[src/rtl/phy_lane_scheduler_if.sv]
// Lane-source / serializer-side signal bundle for phy_lane_scheduler.
// master = lane sources plus downstream ready; slave = the scheduler itself.
interface phy_lane_scheduler_if;
   logic [7:0] In0, In1, In2, In3;
   logic       valid0, valid1, valid2, valid3;
   logic       out_ready;
   logic       full0, full1, full2, full3;
   logic       overflow;
   logic [7:0] data_out;
   logic       k_out;
   logic       valid_out;
   logic [1:0] lane_id;
   logic       active;

   modport master (
      output In0, In1, In2, In3, valid0, valid1, valid2, valid3, out_ready,
      input  full0, full1, full2, full3, overflow, data_out, k_out, valid_out,
             lane_id, active
   );

   modport slave (
      input  In0, In1, In2, In3, valid0, valid1, valid2, valid3, out_ready,
      output full0, full1, full2, full3, overflow, data_out, k_out, valid_out,
             lane_id, active
   );
endinterface

[src/rtl/phy_lane_scheduler.sv]
// Four-lane byte scheduler into the PHY serializer: per-lane FIFOs, COM training
// burst after reset, then round-robin grant with IDLE fill on empty slots.
module phy_lane_scheduler #(
   parameter int         FIFO_DEPTH = 4,
   parameter int         COM_COUNT  = 4,
   parameter logic [7:0] COM_SYM    = 8'hBC,
   parameter logic [7:0] IDLE_SYM   = 8'h7C
) (
   input  logic                 clk,
   input  logic                 reset,
   phy_lane_scheduler_if.slave  bus
);

   localparam int AW = $clog2(FIFO_DEPTH);
   localparam int CW = $clog2(COM_COUNT + 1);

   typedef enum logic {TRAIN, RUN} state_t;

   logic [7:0]    lane_data [4];
   logic [3:0]    lane_valid;

   logic [7:0]    mem_q [4][FIFO_DEPTH];
   logic [AW-1:0] wr_ptr_q [4];
   logic [AW-1:0] rd_ptr_q [4];
   logic [AW:0]   cnt_q [4];
   logic [AW:0]   cnt_d [4];
   logic [3:0]    full, empty, push, pop;

   state_t        state_q, state_d;
   logic [CW-1:0] com_cnt_q, com_cnt_d;
   logic [1:0]    last_grant_q, last_grant_d;
   logic [7:0]    data_q, data_d;
   logic          k_q, k_d;
   logic          vout_q, vout_d;
   logic [1:0]    lane_q, lane_d;
   logic          active_q, active_d;
   logic          overflow_q, overflow_d;

   logic          grant_found;
   logic [1:0]    grant_lane;

   assign lane_data[0] = bus.In0;
   assign lane_data[1] = bus.In1;
   assign lane_data[2] = bus.In2;
   assign lane_data[3] = bus.In3;
   assign lane_valid   = {bus.valid3, bus.valid2, bus.valid1, bus.valid0};

   // Status comes from start-of-cycle counts, so a same-edge push is invisible
   // to arbitration and a same-edge pop never makes room for a write.
   always_comb begin
      for (int i = 0; i < 4; i++) begin
         full[i]  = (cnt_q[i] == (AW+1)'(FIFO_DEPTH));
         empty[i] = (cnt_q[i] == '0);
         push[i]  = lane_valid[i] & ~full[i];
      end
   end

   assign overflow_d = overflow_q | (|(lane_valid & full));

   always_comb begin
      logic [1:0] cand;
      grant_found = 1'b0;
      grant_lane  = 2'd0;
      cand        = 2'd0;
      for (int k = 1; k <= 4; k++) begin
         cand = last_grant_q + 2'(k);
         if (!grant_found && !empty[cand]) begin
            grant_found = 1'b1;
            grant_lane  = cand;
         end
      end
   end

   // NOTE: every output of this block gets a default first, so no path can infer a latch.
   always_comb begin
      state_d      = state_q;
      com_cnt_d    = com_cnt_q;
      last_grant_d = last_grant_q;
      data_d       = data_q;
      k_d          = k_q;
      vout_d       = vout_q;
      lane_d       = lane_q;
      active_d     = active_q;
      pop          = 4'b0000;

      case (state_q)
         TRAIN: begin
            if (bus.out_ready) begin
               data_d    = COM_SYM;
               k_d       = 1'b1;
               vout_d    = 1'b0;
               lane_d    = 2'd0;
               com_cnt_d = com_cnt_q + CW'(1);
               if (com_cnt_q == CW'(COM_COUNT - 1)) state_d = RUN;
            end
         end
         RUN: begin
            if (bus.out_ready) begin
               active_d = 1'b1;
               if (grant_found) begin
                  pop[grant_lane] = 1'b1;
                  data_d       = mem_q[grant_lane][rd_ptr_q[grant_lane]];
                  k_d          = 1'b0;
                  vout_d       = 1'b1;
                  lane_d       = grant_lane;
                  last_grant_d = grant_lane;
               end else begin
                  data_d = IDLE_SYM;
                  k_d    = 1'b1;
                  vout_d = 1'b0;
                  lane_d = 2'd0;
               end
            end
         end
         default: state_d = TRAIN;
      endcase
   end

   always_comb begin
      for (int i = 0; i < 4; i++) begin
         case ({push[i], pop[i]})
            2'b10:   cnt_d[i] = cnt_q[i] + (AW+1)'(1);
            2'b01:   cnt_d[i] = cnt_q[i] - (AW+1)'(1);
            default: cnt_d[i] = cnt_q[i];
         endcase
      end
   end

   // NOTE: state uses non-blocking assignments so every register samples pre-edge values.
   always_ff @(posedge clk or posedge reset) begin
      if (reset) begin
         state_q      <= TRAIN;
         com_cnt_q    <= '0;
         last_grant_q <= 2'd3;
         data_q       <= 8'h00;
         k_q          <= 1'b0;
         vout_q       <= 1'b0;
         lane_q       <= 2'd0;
         active_q     <= 1'b0;
         overflow_q   <= 1'b0;
         for (int i = 0; i < 4; i++) begin
            wr_ptr_q[i] <= '0;
            rd_ptr_q[i] <= '0;
            cnt_q[i]    <= '0;
         end
      end else begin
         state_q      <= state_d;
         com_cnt_q    <= com_cnt_d;
         last_grant_q <= last_grant_d;
         data_q       <= data_d;
         k_q          <= k_d;
         vout_q       <= vout_d;
         lane_q       <= lane_d;
         active_q     <= active_d;
         overflow_q   <= overflow_d;
         for (int i = 0; i < 4; i++) begin
            if (push[i]) wr_ptr_q[i] <= wr_ptr_q[i] + AW'(1);
            if (pop[i])  rd_ptr_q[i] <= rd_ptr_q[i] + AW'(1);
            cnt_q[i] <= cnt_d[i];
         end
      end
   end

   // NOTE: storage is left unreset; clearing the pointers and counts already empties every FIFO.
   always_ff @(posedge clk) begin
      for (int i = 0; i < 4; i++) begin
         if (push[i]) mem_q[i][wr_ptr_q[i]] <= lane_data[i];
      end
   end

   assign bus.data_out  = data_q;
   assign bus.k_out     = k_q;
   assign bus.valid_out = vout_q;
   assign bus.lane_id   = lane_q;
   assign bus.active    = active_q;
   assign bus.overflow  = overflow_q;
   assign bus.full0     = full[0];
   assign bus.full1     = full[1];
   assign bus.full2     = full[2];
   assign bus.full3     = full[3];

endmodule

[src/flat_wrapper.sv]
// flat-port wrapper written by rule: the top's interface ports become plain ports
module phy_lane_scheduler_flat 
#(
   parameter int         FIFO_DEPTH = 4,
   parameter int         COM_COUNT  = 4,
   parameter logic [7:0] COM_SYM    = 8'hBC,
   parameter logic [7:0] IDLE_SYM   = 8'h7C
)
  (clk, reset, bus_In0, bus_In1, bus_In2, bus_In3, bus_valid0, bus_valid1, bus_valid2, bus_valid3, bus_out_ready, bus_full0, bus_full1, bus_full2, bus_full3, bus_overflow, bus_data_out, bus_k_out, bus_valid_out, bus_lane_id, bus_active);
  phy_lane_scheduler_if bus_i ();
  input  logic clk;
  input  logic reset;
  input wire logic [$bits(bus_i.In0)-1:0] bus_In0;
  input wire logic [$bits(bus_i.In1)-1:0] bus_In1;
  input wire logic [$bits(bus_i.In2)-1:0] bus_In2;
  input wire logic [$bits(bus_i.In3)-1:0] bus_In3;
  input wire logic [$bits(bus_i.valid0)-1:0] bus_valid0;
  input wire logic [$bits(bus_i.valid1)-1:0] bus_valid1;
  input wire logic [$bits(bus_i.valid2)-1:0] bus_valid2;
  input wire logic [$bits(bus_i.valid3)-1:0] bus_valid3;
  input wire logic [$bits(bus_i.out_ready)-1:0] bus_out_ready;
  output wire logic [$bits(bus_i.full0)-1:0] bus_full0;
  output wire logic [$bits(bus_i.full1)-1:0] bus_full1;
  output wire logic [$bits(bus_i.full2)-1:0] bus_full2;
  output wire logic [$bits(bus_i.full3)-1:0] bus_full3;
  output wire logic [$bits(bus_i.overflow)-1:0] bus_overflow;
  output wire logic [$bits(bus_i.data_out)-1:0] bus_data_out;
  output wire logic [$bits(bus_i.k_out)-1:0] bus_k_out;
  output wire logic [$bits(bus_i.valid_out)-1:0] bus_valid_out;
  output wire logic [$bits(bus_i.lane_id)-1:0] bus_lane_id;
  output wire logic [$bits(bus_i.active)-1:0] bus_active;
  assign bus_i.In0 = bus_In0;
  assign bus_i.In1 = bus_In1;
  assign bus_i.In2 = bus_In2;
  assign bus_i.In3 = bus_In3;
  assign bus_i.valid0 = bus_valid0;
  assign bus_i.valid1 = bus_valid1;
  assign bus_i.valid2 = bus_valid2;
  assign bus_i.valid3 = bus_valid3;
  assign bus_i.out_ready = bus_out_ready;
  assign bus_full0 = bus_i.full0;
  assign bus_full1 = bus_i.full1;
  assign bus_full2 = bus_i.full2;
  assign bus_full3 = bus_i.full3;
  assign bus_overflow = bus_i.overflow;
  assign bus_data_out = bus_i.data_out;
  assign bus_k_out = bus_i.k_out;
  assign bus_valid_out = bus_i.valid_out;
  assign bus_lane_id = bus_i.lane_id;
  assign bus_active = bus_i.active;
  phy_lane_scheduler #(.FIFO_DEPTH(FIFO_DEPTH), .COM_COUNT(COM_COUNT), .COM_SYM(COM_SYM), .IDLE_SYM(IDLE_SYM)) u_core (.clk(clk), .reset(reset), .bus(bus_i));
endmodule
[config.mk]
export PLATFORM = sky130hd
export DESIGN_NAME = phy_lane_scheduler_flat
export DESIGN_NICKNAME = d
export VERILOG_FILES = /design/src/rtl/phy_lane_scheduler_if.sv /design/src/rtl/phy_lane_scheduler.sv /design/src/flat_wrapper.sv
export SDC_FILE = /design/constraint.sdc
export NUM_CORES = 1
export LEC_CHECK = 0
export ABC_CLOCK_PERIOD_IN_PS = 6650
export CAP_MARGIN = 20
export CELL_PAD_IN_SITES_DETAIL_PLACEMENT = 1
export CELL_PAD_IN_SITES_GLOBAL_PLACEMENT = 1
export CORE_UTILIZATION = 40
export DETAILED_ROUTE_END_ITERATION = 8
export HOLD_SLACK_MARGIN = 0.12
export PLACE_DENSITY_LB_ADDON = 0.1
export SLEW_MARGIN = 25
export SYNTH_ARGS = -nofsm -noshare
export SYNTH_HDL_FRONTEND = slang
export SYNTH_SLANG_ARGS = --single-unit
[constraint.sdc]
create_clock -name clk -period 6.65 [get_ports clk]
set_input_delay 0.9975 -clock clk [delete_from_list [all_inputs] [get_ports clk]]
set_output_delay 0.9975 -clock clk [all_outputs]
set_load 0.05 [all_outputs]
==> results.yml, run 1 <==
setup_path:
  critPathMaxFanout: 14
  critPathArrivalTime_ns: 4.41
  r2r_start: "u_core.cnt_q[11]"
  rr_endpoint: "u_core.bus.data_out[0]"
  crit_required_ns: 7.01
  startpoint_type: "input port"
  r2r_setup_slack_ns: 2.83
  r2r_cells: 8
  cp-end-kind: "register"
  critPathKind: "in2reg"
cells_and_area:
  layout_commonest_cell: "edfxtp_1"
  drive_above_1_share_pct: 10.6
  area_growth_syn_to_layout_pct: 18.0
  diodes: 0
  mostFrequentLayoutCells: "edfxtp_1, clkdlybuf4s50_1, nand2_1"
  final_nets: 654
cts:
  post_cts_buffers: 0
  cts_resized: 0
  clkTransAtPathRegs_ns: 0.07
  cts-root-buf: "clkbuf_16"
  cts_hold_buf: 0
  clk_latency_ns: 0.44
  clock_path_buffers: 2
  cts_buffers: 17
  cts_tree: "done"
  cts_sinks: 176
  ctsHtreeMaxLevel: 4
synthesis:
  synth_nets: 595
  synth_edf_count: 128
  async_flop_share_pct: 27.3
  yosys_warnings: 0
  ys.flop_type: "edfxtp_1"
  avgSynthCellArea_um2: 14.2
  netlist_area_um2: 7550
  ys_seq_area_share_pct: 66.9
  yosys.cell_types.count: 53
  ys_seq_elements: 176
  synthCells: 530
route:
  num_vias: 4645
  antenna_left: 0
  first_pass_iters: 6
  wl_per_cell_um: 24.3
  drc: 0
  via_per_inst: 5.59
  drt_iter0_drc: 369
  wl_um: 20200
timing:
  finalSetupViolations: 0
  worst_slew_pin_slew_ns: 1.01
  slew_headroom_pct: 32.6
  fin_setup_tns_ns: 0
  fin_ws_ns: 2.60
  hold_violations: 0
  fin_crit_sh_pct: 60.9
  drv_slew: 0
  finalCriticalPeriod_ns: 4.05
  fin_skew_ns: 0.0126
  rsz0062_at_grt: "no"
  max_freq_ghz: 0.247
die:
  dieArea_um2: 19400
  die_h_um: 139
  fp.dieW_um: 139
  rows: 49
  boundaryPins: 57
  core_um2: 18200
  start_util_pct: 41.4
global_route:
  grt_usage_pct: 22.2
  grt_pass1_wl_um: 31100
  grt_pass1_vias: 5008
  grt_overflow: 0
  grt_antenna_before_repair: 0
  grt_max_degree: 49
placed_design:
  dp_slack_ns: 2.15
  hpwlAfterDp_um: 13700
  gp_congestion: 0.749
  io_buffer_count: 56
min_path:
  min_to: "u_core.bus.active"
  hold_path.class: "reg2reg"
  hold_depth: 1
  hp-start: "u_core.bus.active"
job:
  drv_cap: 0
run_status:
  status: "completed"
pwr:
  peakVddDrop_mv: 0.264
  total_leakage_power_uw: 0.00334
  power.density_nw_per_um2: 576
-- worst max-delay path, cell delays in order --
cell and delay [ns]:
clkdlybuf4s50_1 0.79, inv_1 0.17, a41oi_1 0.33, and2_1 0.42, nand2_1 0.22, nor2_1 0.30, ha_1 0.25, inv_1 0.07
fa_1 0.43, xor2_1 0.15, nor2_1 0.11, xor2_1 0.17
-- report_power, final --
group | total (µW) | internal (µW) | switching (µW)
Clock | 985 | 527 | 457
Combinational | 2470 | 885 | 1580
Sequential | 1680 | 1510 | 169
-- layer usage --
| metal | global-route usage [%] | wire length, µm | up-vias |
|---|---|---|---|
| met4 | 6.20 | 271 | 0 |
| met5 | 0 | 0 | - |
| met2 | 35.5 | 9610 | 138 |
| met3 | 5.02 | 1150 | 25 |
| li1 | - | - | 2096 |
| met1 | 30.2 | 9170 | 2386 |
-- final cells by class --
type | instances | area (µm²)
clock buffer | 17 | 425
clock inverter | 15 | 149
fill | 1814 | 9310
inverter | 32 | 123
multi-input combinational | 302 | 2280
sequential | 176 | 5050
tap | 229 | 287
timing repair buffer | 60 | 591
-- synth_stat cells, types with 6 or more instances --
master | number | area, µm²
o32ai_1 | 7 | 61.3
edfxtp_1 | 128 | 3840
a222oi_1 | 18 | 180
a21oi_1 | 25 | 125
xor2_1 | 12 | 105
mux2_2 | 16 | 180
nor2_1 | 15 | 56.3
dfrtp_1 | 46 | 1150
nand2_1 | 51 | 191
ha_1 | 22 | 275
nand3_1 | 6 | 30.0
a211o_1 | 6 | 52.6
buf_2 | 7 | 35.0
and3_1 | 7 | 43.8
inv_1 | 32 | 120
and2_1 | 14 | 87.6
xnor2_1 | 13 | 114
o21ai_0 | 12 | 60.1
clkbuf_1 | 11 | 41.3
mux2i_1 | 20 | 200
-- worst max path at each step --
stage                   from               to  slack, ns
2_1_floorplan  bus_out_ready  u_core.cnt_q[2]       3.48
3_3_place_gp   bus_out_ready  u_core.cnt_q[5]       2.33
3_5_place_dp   bus_out_ready  u_core.cnt_q[5]       2.15
4_1_cts        bus_out_ready  u_core.cnt_q[5]       2.60
5_1_grt        bus_out_ready  u_core.cnt_q[8]       2.30
6_report       bus_out_ready  u_core.cnt_q[5]       2.60
-- sequential cells by signal, indices dropped and copies added, names as in the netlist --
register              flops
u_core.state_q            1
u_core.com_cnt_q          3
u_core.bus.k_out          1
u_core.bus.lane_id        2
u_core.mem_q            128
u_core.bus.active         1
u_core.bus.data_out       8
u_core.rd_ptr_q           8
u_core.wr_ptr_q           8
u_core.cnt_q             12
u_core.bus.overflow       1
u_core.last_grant_q       2
u_core.bus.valid_out      1
-- cell families after synthesis --
| group | Yosys count | share of synthesized area [%] |
|---|---|---|
| flip-flops | 176 | 66.9 |
| AND/OR/NAND/NOR | 113 | 7.28 |
| AO/OA/AOI/OAI | 100 | 9.88 |
| buffers and inverters | 52 | 2.90 |
| multiplexers | 38 | 5.44 |
| adder cells (fa/ha/maj) | 26 | 4.71 |
| XOR/XNOR | 25 | 2.90 |
-- per-stage QoR --
| stage | hold WS, ns | utilization, % | instance area (µm²) | total power (µW) | cells |
|---|---|---|---|---|---|
| 6_report | 0.474 | 48.9 | 8900 | 5130 | 831 |
| 5_1_grt | 0.483 | 48.9 | 8900 | 5440 | 831 |
| 4_1_cts | 0.478 | 48.9 | 8900 | 5160 | 831 |
| 3_5_place_dp | 0.467 | 45.7 | 8330 | 4160 | 799 |
| 3_3_place_gp | 0.447 | 45.7 | 8320 | 4090 | 799 |
| 2_1_floorplan | 0.445 | - | 7550 | 3360 | 530 |
(Power assumes the default switching activity.)
==> run 2, diff against run 1 <==
--- a/config.mk
+++ b/config.mk
@@ -5,7 +5,7 @@
 export SDC_FILE = /design/constraint.sdc
 export NUM_CORES = 1
 export LEC_CHECK = 0
-export ABC_CLOCK_PERIOD_IN_PS = 6650
+export ABC_CLOCK_PERIOD_IN_PS = 3600
 export CAP_MARGIN = 20
 export CELL_PAD_IN_SITES_DETAIL_PLACEMENT = 1
 export CELL_PAD_IN_SITES_GLOBAL_PLACEMENT = 1
==> constraint.sdc (replaced) <==
create_clock -name clk -period 3.6 [get_ports clk]
set_input_delay 0.54 -clock clk [delete_from_list [all_inputs] [get_ports clk]]
set_output_delay 0.54 -clock clk [all_outputs]
set_load 0.05 [all_outputs]
==> results.yml, run 2 (synthesized netlist as in run 1, its figures left out) <==
timing:
  worst_slew_pin_slew_ns: 1.03
  rsz0062_at_grt: "no"
  finalCriticalPeriod_ns: 3.15
  fin_crit_sh_pct: 87.4
  max_freq_ghz: 0.318
  slew_headroom_pct: 31.3
  fin_skew_ns: 0.0146
  drv_slew: 0
  hold_violations: 0
  fin_setup_tns_ns: 0
  finalSetupViolations: 0
  fin_ws_ns: 0.455
min_path:
  hold_path.class: "reg2reg"
global_route:
  grt_antenna_before_repair: 0
  grt_overflow: 0
  grt_usage_pct: 21.7
  grt_pass1_vias: 4937
  grt_max_degree: 49
  grt_pass1_wl_um: 30500
route:
  wl_um: 19900
  drt_iter0_drc: 419
  first_pass_iters: 5
  num_vias: 4681
  via_per_inst: 5.57
  wl_per_cell_um: 23.7
  dr_wl_met3_um: 952
  met2WireLength_um: 9540
  antenna_left: 0
  top_layer: "met4"
  met1_length_um: 9110
  drc: 0
placed_design:
  gp_congestion: 0.782
  io_buffer_count: 56
  dp_slack_ns: 0.198
  hpwlAfterDp_um: 13500
pwr:
  power.density_nw_per_um2: 1060
  total_leakage_power_uw: 0.00338
  peakVddDrop_mv: 0.595
setup_path:
  cp-end-kind: "register"
  crit_required_ns: 3.90
  critPathKind: "reg2reg"
  critPathArrivalTime_ns: 3.44
  critPathMaxFanout: 24
  startpoint_type: "register"
cts:
  clk_latency_ns: 0.44
  cts_resized: 0
  clock_path_buffers: 2
  ctsHtreeMaxLevel: 4
  cts_sinks: 176
  post_cts_buffers: 0
  cts_buffers: 17
  clkTransAtPathRegs_ns: 0.07
  cts_hold_buf: 0
  cts-root-buf: "clkbuf_16"
  cts_tree: "done"
cells_and_area:
  area_growth_syn_to_layout_pct: 18.6
  final_nets: 663
  largest_reg_flops: 128
  mostFrequentLayoutCells: "edfxtp_1, clkdlybuf4s50_1, nand2_1"
  diodes: 0
  drive_above_1_share_pct: 11.6
  layout_commonest_cell: "edfxtp_1"
die:
  boundaryPins: 57
  core_um2: 18200
  start_util_pct: 41.4
  rows: 49
  dieArea_um2: 19400
  fp.dieW_um: 139
  die_h_um: 139
run_status:
  status: "completed"
job:
  drv_cap: 0
[run 2: changes by cell type in the layout (fill, tap and decap cells not counted), sizes merged]
cell | before | now
buf | 4 | 13
bufinv | 1 | 0
clkbuf | 17 | 21
clkinv | 4 | 3
clkinvlp | 3 | 1
[run 2: final timing paths]
| path | slack, ns | startpoint | cells past startpoint | endpoint |
|---|---|---|---|---|
| hold reg to reg | 0.46 | u_core.bus.active | 1 | u_core.bus.active |
| min in group asynchronous | 0.55 | reset | 2 | u_core.cnt_q[0] |
| max in group asynchronous | 2.60 | reset | 2 | u_core.bus.data_out[2] |
| setup / recovery | 0.45 | u_core.cnt_q[0] | 10 | u_core.bus.data_out[2] |
| setup reg to reg | 0.45 | u_core.cnt_q[0] | 10 | u_core.bus.data_out[2] |
| hold / removal | 0.46 | u_core.bus.active | 1 | u_core.bus.active |
[run 2: worst max-delay path, cell delays in order, from the launching register on]
cell      delay, ns
dfrtp_1        0.44
or3_4          0.44
a211o_1        0.33
nand4_2        0.16
buf_4          0.32
nor2_1         0.07
buf_4          0.20
a222oi_1       0.36
mux2i_1        0.12
mux2i_1        0.41
a21oi_1        0.14
[run 2: metrics by stage]
step / area (µm²) / cells / power [µW] / utilization (%) / hold WS (ns)
floorplan: 7550 / 530 / 6200 / - / 0.445
global route: 8950 / 840 / 10000 / 49.2 / 0.505
global placement: 8400 / 808 / 7660 / 46.2 / 0.439
CTS: 8950 / 840 / 9560 / 49.2 / 0.469
detailed placement: 8410 / 808 / 7780 / 46.2 / 0.452
finish: 8950 / 840 / 9510 / 49.2 / 0.464
[run 2: power breakdown]
part,internal [µW],leakage (µW),switching [µW]
clock,921,0.000264,819
combinational,1740,0.00139,2950
sequential,2780,0.00173,298
total,5440,0.00338,4070
[run 2: final cells by class]
class	count	area, µm²
clock inverters	11	95.1
inverters	32	123
repair buffers	69	671
multi-input cells	302	2280
well taps	229	287
flip-flops and latches	176	5050
clock buffers	21	450
fillers	1821	9260
[run 2: metal layers]
metal | vias to the layer above | track usage [%]
met3 | 27 | 3.61
met5 | - | 0
li1 | 2116 | -
met2 | 132 | 35.2
met1 | 2406 | 29.7
met4 | 0 | 7.54
==> run 3, diff against run 2 <==
--- a/config.mk
+++ b/config.mk
@@ -12,6 +12,7 @@
 export CORE_UTILIZATION = 40
 export DETAILED_ROUTE_END_ITERATION = 8
 export HOLD_SLACK_MARGIN = 0.12
+export MAX_ROUTING_LAYER = met4
 export PLACE_DENSITY_LB_ADDON = 0.1
 export SLEW_MARGIN = 25
 export SYNTH_ARGS = -nofsm -noshare
==> results.yml, run 3 (synthesized netlist as in run 1, its figures left out) <==
run_status:
  status: "completed"
placed_design:
  hpwlAfterDp_um: 13500
  gp_congestion: 0.792
  io_buffer_count: 56
  dp_slack_ns: 0.198
cts:
  post_cts_buffers: 0
  clk_latency_ns: 0.43
  cts_resized: 0
  cts_hold_buf: 0
  cts_tree: "done"
  cts-root-buf: "clkbuf_16"
  ctsHtreeMaxLevel: 4
  cts_sinks: 176
  cts_buffers: 17
  clkTransAtPathRegs_ns: 0.08
  clock_path_buffers: 2
timing:
  fin_setup_tns_ns: 0
  finalCriticalPeriod_ns: 3.10
  finalSetupViolations: 0
  fin_crit_sh_pct: 86.0
  drv_slew: 0
  worst_slew_pin_slew_ns: 1.03
  max_freq_ghz: 0.323
  hold_violations: 0
  fin_skew_ns: 0.0145
  slew_headroom_pct: 31.3
  fin_ws_ns: 0.502
  rsz0062_at_grt: "no"
setup_path:
  crit_required_ns: 3.92
  cp_num_buf_inv: 0
  critPathArrivalTime_ns: 3.41
  critPathKind: "reg2reg"
  slowest_delay_ns: 0.85
  r2r_start: "u_core.cnt_q[8]"
  cp-startpoint: "u_core.cnt_q[8]"
  startpoint_type: "register"
  critPathMaxFanout: 16
  crit_family: "compound AO/OA/AOI/OAI gates"
  crit_path_top_delay_cell: "a22oi_2"
  path_depth: 8
  r2r_cells: 8
  crit_chain: "or3_1, o211ai_1, and4_1, a21oi_1, a22oi_2, a211oi_1, a211o_1, a32o_1"
  cp-end-kind: "register"
global_route:
  grt_overflow: 0
  grt_antenna_before_repair: 0
  grt_pass1_vias: 4920
  grt_pass1_wl_um: 30500
  grt_usage_pct: 22.4
  grt_max_degree: 49
die:
  dieArea_um2: 19400
  core_um2: 18200
  fp.dieW_um: 139
  start_util_pct: 41.4
  rows: 49
  boundaryPins: 57
  die_h_um: 139
cells_and_area:
  largest_reg_flops: 128
  fin_util_pct: 49.2
  final_nets: 663
  diodes: 0
  drive_above_1_share_pct: 11.6
  area_growth_syn_to_layout_pct: 18.6
  layout_commonest_cell: "edfxtp_1"
  mostFrequentLayoutCells: "edfxtp_1, clkdlybuf4s50_1, nand2_1"
pwr:
  power.density_nw_per_um2: 1060
  peakVddDrop_mv: 0.592
  p_total_uw: 9500
  total_leakage_power_uw: 0.00338
route:
  antenna_left: 0
  wl_per_cell_um: 23.7
  num_vias: 4653
  drt_iter0_drc: 380
  wl_um: 19900
  via_per_inst: 5.54
  drc: 0
  first_pass_iters: 5
min_path:
  hold_path.class: "reg2reg"
  hold_depth: 1
  hp-start: "u_core.bus.active"
job:
  drv_cap: 0
## run 3: cell counts in the layout (fill, tap and decap cells not counted)
No cell type changed its count.
## run 3: worst reg2reg max path, cell delays in order (launching register included)
cell and delay [ns]:
dfrtp_1 0.41, or3_1 0.50, o211ai_1 0.15, and4_1 0.32, a21oi_1 0.08, a22oi_2 0.85
a211oi_1 0.10, a211o_1 0.32, a32o_1 0.26
## run 3: cell type report
type,count,area (µm²)
inverters,32,123
flip-flops and latches,176,5050
fillers,1821,9260
clock buffers,21,450
well taps,229,287
multi-input cells,302,2280
clock inverters,11,95.1
repair buffers,69,671
## run 3: worst paths after layout
check | end | slack, ns
setup / recovery | u_core.bus.data_out[0] | 0.50
setup reg to reg | u_core.bus.data_out[0] | 0.50
min in group asynchronous | u_core.cnt_q[0] | 0.56
max in group asynchronous | u_core.cnt_q[3] | 2.59
hold reg to reg | u_core.bus.active | 0.46
hold / removal | u_core.bus.active | 0.46
## run 3: through the flow
step | hold WS, ns | instance area, µm² | std cells
3_5_place_dp | 0.452 | 8410 | 808
5_1_grt | 0.505 | 8950 | 840
4_1_cts | 0.469 | 8950 | 840
2_1_floorplan | 0.445 | 7550 | 530
6_report | 0.464 | 8950 | 840
3_3_place_gp | 0.439 | 8400 | 808
## run 3: routing by layer
| metal | track usage (%) | up-vias | wire length, µm |
|---|---|---|---|
| met5 | - | - | 0 |
| met2 | 35.1 | 112 | 9580 |
| met1 | 29.7 | 2402 | 9220 |
| met4 | 7.54 | 0 | 315 |
| met3 | 3.58 | 26 | 752 |
| li1 | - | 2113 | - |
## run 3: power by group
part | internal [µW] | total, µW | switching, µW
combinational | 1740 | 4670 | 2930
sequential | 2780 | 3080 | 298
clock | 922 | 1750 | 825
total | 5440 | 9500 | 4060
